**src/rtl/z_serial_cba_sub_pkg.sv**
```systemverilog
// Shared constants and FSM state type for the nibble-serial subtractor.
package z_serial_cba_sub_pkg;

  localparam int NIBBLE_W = 4;

  typedef enum logic {
    ST_IDLE = 1'b0,
    ST_RUN  = 1'b1
  } state_e;

endpackage

```
**src/rtl/z_serial_cba_sub_nibble_sub.sv**
```systemverilog
// Combinational 4-bit carry-bypass adder slice; b4 arrives already inverted for subtraction.
module z_nibble_sub
  import z_serial_cba_sub_pkg::*;
(
  input  logic [NIBBLE_W-1:0] a4,
  input  logic [NIBBLE_W-1:0] b4,
  input  logic                c_in,
  output logic [NIBBLE_W-1:0] s4,
  output logic                c_out
);

  logic [NIBBLE_W-1:0] p;
  logic [NIBBLE_W-1:0] g;
  logic                c1, c2, c3, c4;

  assign p = a4 ^ b4;
  assign g = a4 & b4;

  assign c1 = g[0] | (p[0] & c_in);
  assign c2 = g[1] | (p[1] & c1);
  assign c3 = g[2] | (p[2] & c2);
  assign c4 = g[3] | (p[3] & c3);

  assign s4 = p ^ {c3, c2, c1, c_in};

  // When every bit propagates, the carry-in skips straight to the output.
  assign c_out = c4 | ((&p) & c_in);

endmodule

```
**src/rtl/z_serial_cba_sub.sv**
```systemverilog
// Nibble-serial subtractor: diff = a - b - b_in, one 4-bit carry-bypass slice per clock.
module z_serial_cba_sub
  import z_serial_cba_sub_pkg::*;
#(
  parameter int WIDTH = 16
) (
  input  logic             clk,
  input  logic             rst_n,
  input  logic             start,
  input  logic [WIDTH-1:0] a,
  input  logic [WIDTH-1:0] b,
  input  logic             b_in,
  output logic             ready,
  output logic             busy,
  output logic             done,
  output logic [WIDTH-1:0] diff,
  output logic             b_out,
  output logic             ovf
);

  localparam int NIBBLES = WIDTH / NIBBLE_W;
  localparam int IDX_W   = (NIBBLES > 1) ? $clog2(NIBBLES) : 1;

  state_e             state_q, state_d;
  logic [IDX_W-1:0]   idx_q, idx_d;
  logic               carry_q, carry_d;
  logic [WIDTH-1:0]   diff_q, diff_d;
  logic               bout_q, bout_d;
  logic               ovf_q, ovf_d;
  logic               done_q, done_d;
  logic [WIDTH-1:0]   a_q, b_q;
  logic               load;

  logic [NIBBLE_W-1:0] a4, b4, s4;
  logic                c_out;

  always_comb begin
    a4 = '0;
    b4 = '0;
    for (int n = 0; n < NIBBLES; n++) begin
      if (idx_q == IDX_W'(n)) begin
        a4 = a_q[n*NIBBLE_W +: NIBBLE_W];
        b4 = ~b_q[n*NIBBLE_W +: NIBBLE_W];
      end
    end
  end

  z_nibble_sub u_nibble (
    .a4    (a4),
    .b4    (b4),
    .c_in  (carry_q),
    .s4    (s4),
    .c_out (c_out)
  );

  always_comb begin
    state_d = state_q;
    idx_d   = idx_q;
    carry_d = carry_q;
    diff_d  = diff_q;
    bout_d  = bout_q;
    ovf_d   = ovf_q;
    done_d  = 1'b0;
    load    = 1'b0;
    case (state_q)
      ST_IDLE: begin
        if (start) begin
          load    = 1'b1;
          state_d = ST_RUN;
          idx_d   = '0;
          carry_d = ~b_in;
          diff_d  = '0;
          bout_d  = 1'b0;
          ovf_d   = 1'b0;
        end
      end
      ST_RUN: begin
        for (int n = 0; n < NIBBLES; n++) begin
          if (idx_q == IDX_W'(n)) diff_d[n*NIBBLE_W +: NIBBLE_W] = s4;
        end
        carry_d = c_out;
        idx_d   = idx_q + 1'b1;
        if (idx_q == IDX_W'(NIBBLES - 1)) begin
          // Final slice: the inverted carry is the borrow; s4[MSB] is the result sign.
          state_d = ST_IDLE;
          idx_d   = '0;
          done_d  = 1'b1;
          bout_d  = ~c_out;
          ovf_d   = (a_q[WIDTH-1] != b_q[WIDTH-1]) & (s4[NIBBLE_W-1] != a_q[WIDTH-1]);
        end
      end
      default: state_d = ST_IDLE;
    endcase
  end

  always_ff @(posedge clk or negedge rst_n) begin
    if (!rst_n) begin
      state_q <= ST_IDLE;
      idx_q   <= '0;
      carry_q <= 1'b0;
      diff_q  <= '0;
      bout_q  <= 1'b0;
      ovf_q   <= 1'b0;
      done_q  <= 1'b0;
    end else begin
      state_q <= state_d;
      idx_q   <= idx_d;
      carry_q <= carry_d;
      diff_q  <= diff_d;
      bout_q  <= bout_d;
      ovf_q   <= ovf_d;
      done_q  <= done_d;
    end
  end

  // Operand latches are only read in RUN, after a load, so they need no reset.
  always_ff @(posedge clk) begin
    if (load) begin
      a_q <= a;
      b_q <= b;
    end
  end

  assign ready = (state_q == ST_IDLE);
  assign busy  = (state_q == ST_RUN);
  assign done  = done_q;
  assign diff  = diff_q;
  assign b_out = bout_q;
  assign ovf   = ovf_q;

endmodule

```
**config.mk**
```make
export PLATFORM = sky130hd
export DESIGN_NAME = z_serial_cba_sub
export DESIGN_NICKNAME = d
export VERILOG_FILES = /design/src/rtl/z_serial_cba_sub_pkg.sv /design/src/rtl/z_serial_cba_sub_nibble_sub.sv /design/src/rtl/z_serial_cba_sub.sv
export SDC_FILE = /design/constraint.sdc
export NUM_CORES = 1
export LEC_CHECK = 0
export BUFFER_PORTS_ARGS = -buffer_cell sky130_fd_sc_hd__clkbuf_2
export CAP_MARGIN = 20
export CORE_AREA = 2 2 80 82
export DETAILED_ROUTE_END_ITERATION = 8
export DIE_AREA = 0 0 82 84
export HOLD_SLACK_MARGIN = 0.12
export PLACE_DENSITY = 0.69
export SETUP_SLACK_MARGIN = 0.2
export SLEW_MARGIN = 15
export SYNTH_ARGS = -nofsm -noshare
export SYNTH_HDL_FRONTEND = slang
export SYNTH_SLANG_ARGS = --single-unit
```
**constraint.sdc**
```tcl
create_clock -name clk -period 3 [get_ports clk]
set_input_delay 0.3 -clock clk [delete_from_list [all_inputs] [get_ports clk]]
set_output_delay 0.3 -clock clk [all_outputs]
set_load 0.02 [all_outputs]
```
==> results_dict.tcl <==
set metrics [dict create \
    run_status "finished with violations" \
    violations "negative setup slack" \
    boundaryPins 57 \
    yosys_warnings 0 \
    timing.final.crit_share_pct 103.7 \
    grt_max_degree 34 \
    worstPathArrival_ns 3.36 \
    syn-cell-area_sq_um 2616 \
    fp.dieArea_sq_um 6888 \
    reg2reg_from "idx_q[1]$_DFFE_PN0P_" \
    dpl-instance-area_sq_um 3017 \
    wl_met2_mm 2.584 \
    yosys.area.top_type_share_pct 36.73 \
    hold_depth 1 \
    reg2reg_setup_slack_ns -0.11 \
    fp.dieH_um 84 \
    hold_viol_final 0 \
    areaGrowthSynthToFinish_pct 23.00 \
    grt.total_usage_pct 16.54 \
    wl_mm 5.336 \
    switchingPower_uw 1650 \
    cts_sinks 55 \
    gr-total-overflow 0 \
    hold_path.class "in -> reg" \
    wl_met3_um 232 \
    start_util_pct 42.92 \
    met1_length_mm 2.442 \
    setup_viol 5 \
    fin_hold_ws_ns 0.1507 \
    switching_share_pct 43.53 \
    critPathRequiredTime_ns 3.24 \
    clockPowerShare_pct 11.5 \
    numCtsBuffers 5 \
    avgSynthCellArea_sq_um 12.28 \
    routed-via-count 1790 \
    period_needed_ns 3.112 \
    cts_htree_levels 2 \
    n_antenna_cell 0 \
    grt_pass1_wl_mm 8.576 \
    ir_worst_vdd_uv 532.9 \
    synth_cell_type_count 32 \
    synth-edff-count 32 \
    layout_commonest_cell "clkbuf_2" \
    vias_per_cell 4.986 \
    hold_start "a[10]" \
    dpl.hpwl_mm 3.865 \
    io_buffers 56 \
    p_leak_uw 0.001387 \
    reg2reg_to "ovf$_DFFE_PN0P_" \
    fin_area_sq_um 3218 \
    top_layer "met4" \
    drive_above_1_share_pct 37.23 \
    crit_path_start_kind "flop" \
    ys.flop_type "edfxtp_1" \
    cts_tree "done" \
    cts_buffer_depth 2 \
    slew_viol_final 0 \
    final_cell_mix "clkbuf_2 (56), edfxtp_1 (32), nand2_1 (24)" \
    ys_seq_elements 55 \
    syn-num-nets 261 \
    drc_errors 0 \
    combPwrFrac_pct 58.0 \
    drt_iter0_drc 86 \
    cts_root_buf "clkbuf_8" \
    layout_setup_ws_ns -0.1119 \
    ant_nets 0 \
    worstHoldEndpoint "a_q[10]$_DFFE_PP_" \
    rsz0062_at_grt "true" \
    seq_power_share_pct 30.6 \
    path_clk_slew_ns 0.10 \
    clock_latency_ns 0.31 \
    first_pass_iters 4 \
    crit_path_max_fanout 6 \
    antenna_found_initial 0 \
    p_per_area_nw_per_um2 1178 \
    worst_pin_slew_ns 0.5606 \
    yosysSeqAreaShare_pct 58.73 \
    gp_congestion 0.8326 \
    rows 29 \
    internal_power_uw 2141 \
    fillCellCount 545 \
    yosys.area.top_type "edfxtp_1" \
    post_drt_wl_per_cell_um 14.86 \
    max_freq_mhz 321.3 \
    fin_nets 329 \
    relSlewSlack_pct 62.63 \
    cp-end-kind "flop" \
    synth.area.top_cells "edfxtp_1 (37%), dfrtp_1 (22%), mux2i_1 (6.1%)" \
    final_core_util_pct 52.79 \
    fp.coreArea_sq_um 6096 \
    skew_ns 0.006100 \
    drv_cap 0 \
    worstRegToRegCells 11 \
    grt_pass1_vias 1833 \
    async_flop_share_pct 41.82 \
    dieWidth_um 82 \
    synthCells 213 \
    path_class "reg -> reg" \
]
## cells by family after synthesis
| kind of cell | after synthesis | share of synthesized area (%) |
|---|---|---|
| buf+inv | 28 | 5.452 |
| fa+ha+maj | 12 | 6.887 |
| compound gates | 55 | 13.92 |
| flops | 55 | 58.73 |
| simple gates | 47 | 8.895 |
| mux | 16 | 6.121 |
## state kept, by name, indices dropped and copies added, names as in the netlist
register / count
b_out: 1
carry_q: 1
b_q: 16
a_q: 16
done: 1
idx_q: 2
ovf: 1
diff: 16
busy: 1
## synth_stat cells, types with 4 or more instances
library cell and n:
o21ai_1 4, nand2b_1 5, inv_1 16, edfxtp_1 32
and2_1 4, o31a_1 4, mux2i_1 16, buf_2 6
a21oi_1 10, fa_1 4, a22o_1 4, o21ai_0 19
dfrtp_1 23, a22oi_1 4, nor2_1 4, o31ai_1 5
ha_1 8, nand2_1 24
## power groups by stage
stage	registers (uW)	clock network, uW	logic [uW]
after global placement	1160	0	1960
final	1160	434	2200
after floorplan	1240	0	1360
after detailed placement	1170	0	2020
after global routing	1180	466	2440
after CTS	1160	447	2160
## worst max-delay path by stage
| stage | from | endpoint | slack, ns | cells after the start |
|---|---|---|---|---|
| finish | idx_q[1]$_DFFE_PN0P_ | ovf$_DFFE_PN0P_ | -0.11 | 11 |
| global route | idx_q[1]$_DFFE_PN0P_ | ovf$_DFFE_PN0P_ | -0.22 | 12 |
| CTS | idx_q[1]$_DFFE_PN0P_ | ovf$_DFFE_PN0P_ | -0.14 | 11 |
| detailed placement | idx_q[0]$_DFFE_PN0P_ | diff[15]$_DFFE_PN0P_ | -0.19 | 11 |
| global placement | idx_q[0]$_DFFE_PN0P_ | diff[3]$_DFFE_PN0P_ | -0.09 | 11 |
| floorplan | idx_q[0]$_DFFE_PN0P_ | ovf$_DFFE_PN0P_ | -0.11 | 12 |
## metrics by stage
step | power [uW] | std cells | TNS, ns | worst slack, ns
6_report | 3791 | 359 | -0.5064 | -0.1119
2_1_floorplan | 2600 | 213 | -0.4385 | -0.1060
4_1_cts | 3766 | 358 | -0.6523 | -0.1429
3_3_place_gp | 3127 | 347 | -0.3984 | -0.08843
5_1_grt | 4090 | 359 | -0.9893 | -0.2219
3_5_place_dp | 3189 | 347 | -0.8865 | -0.1935
## cell type report
type	instances	area, sq um	share of cell area, %
Clock buffer	5	68.82	2.138
Clock inverter	3	26.28	0.8165
Inverter	17	63.81	1.983
Multi-Input combinational cell	130	1022	31.77
Sequential cell	55	1538	47.78
Tap cell	77	96.34	2.994
Timing Repair Buffer	72	402.9	12.52
## worst max-delay path: stages, from the launching register on
cell and delay, ns:
dfrtp_1 0.42, buf_4 0.15, ha_4 0.17, and2_4 0.14
o31a_1 0.25, fa_2 0.34, fa_2 0.34, fa_2 0.34
fa_2 0.57, nor2b_2 0.14, a21oi_1 0.06, o21ai_1 0.12
## what timing repair did
| item | 4_1_cts | 5_1_grt |
|---|---|---|
| hold buffers | 1 | 0 |
| pin swaps | 4 | 5 |
| gates resized for setup | 18 | 8 |
| setup endpoints to repair | 11 | 11 |
| setup buffers | 2 | 1 |
| endpoints found under the hold margin | 23 | 0 |
## layer usage
layer / vias up / GRT usage, %
met5: - / 0
met4: 0 / 5.303
met3: 9 / 4.004
met2: 43 / 25.65
met1: 852 / 22.77
li1: 886 / -
No activity file was read; power rests on OpenSTA's default activity.
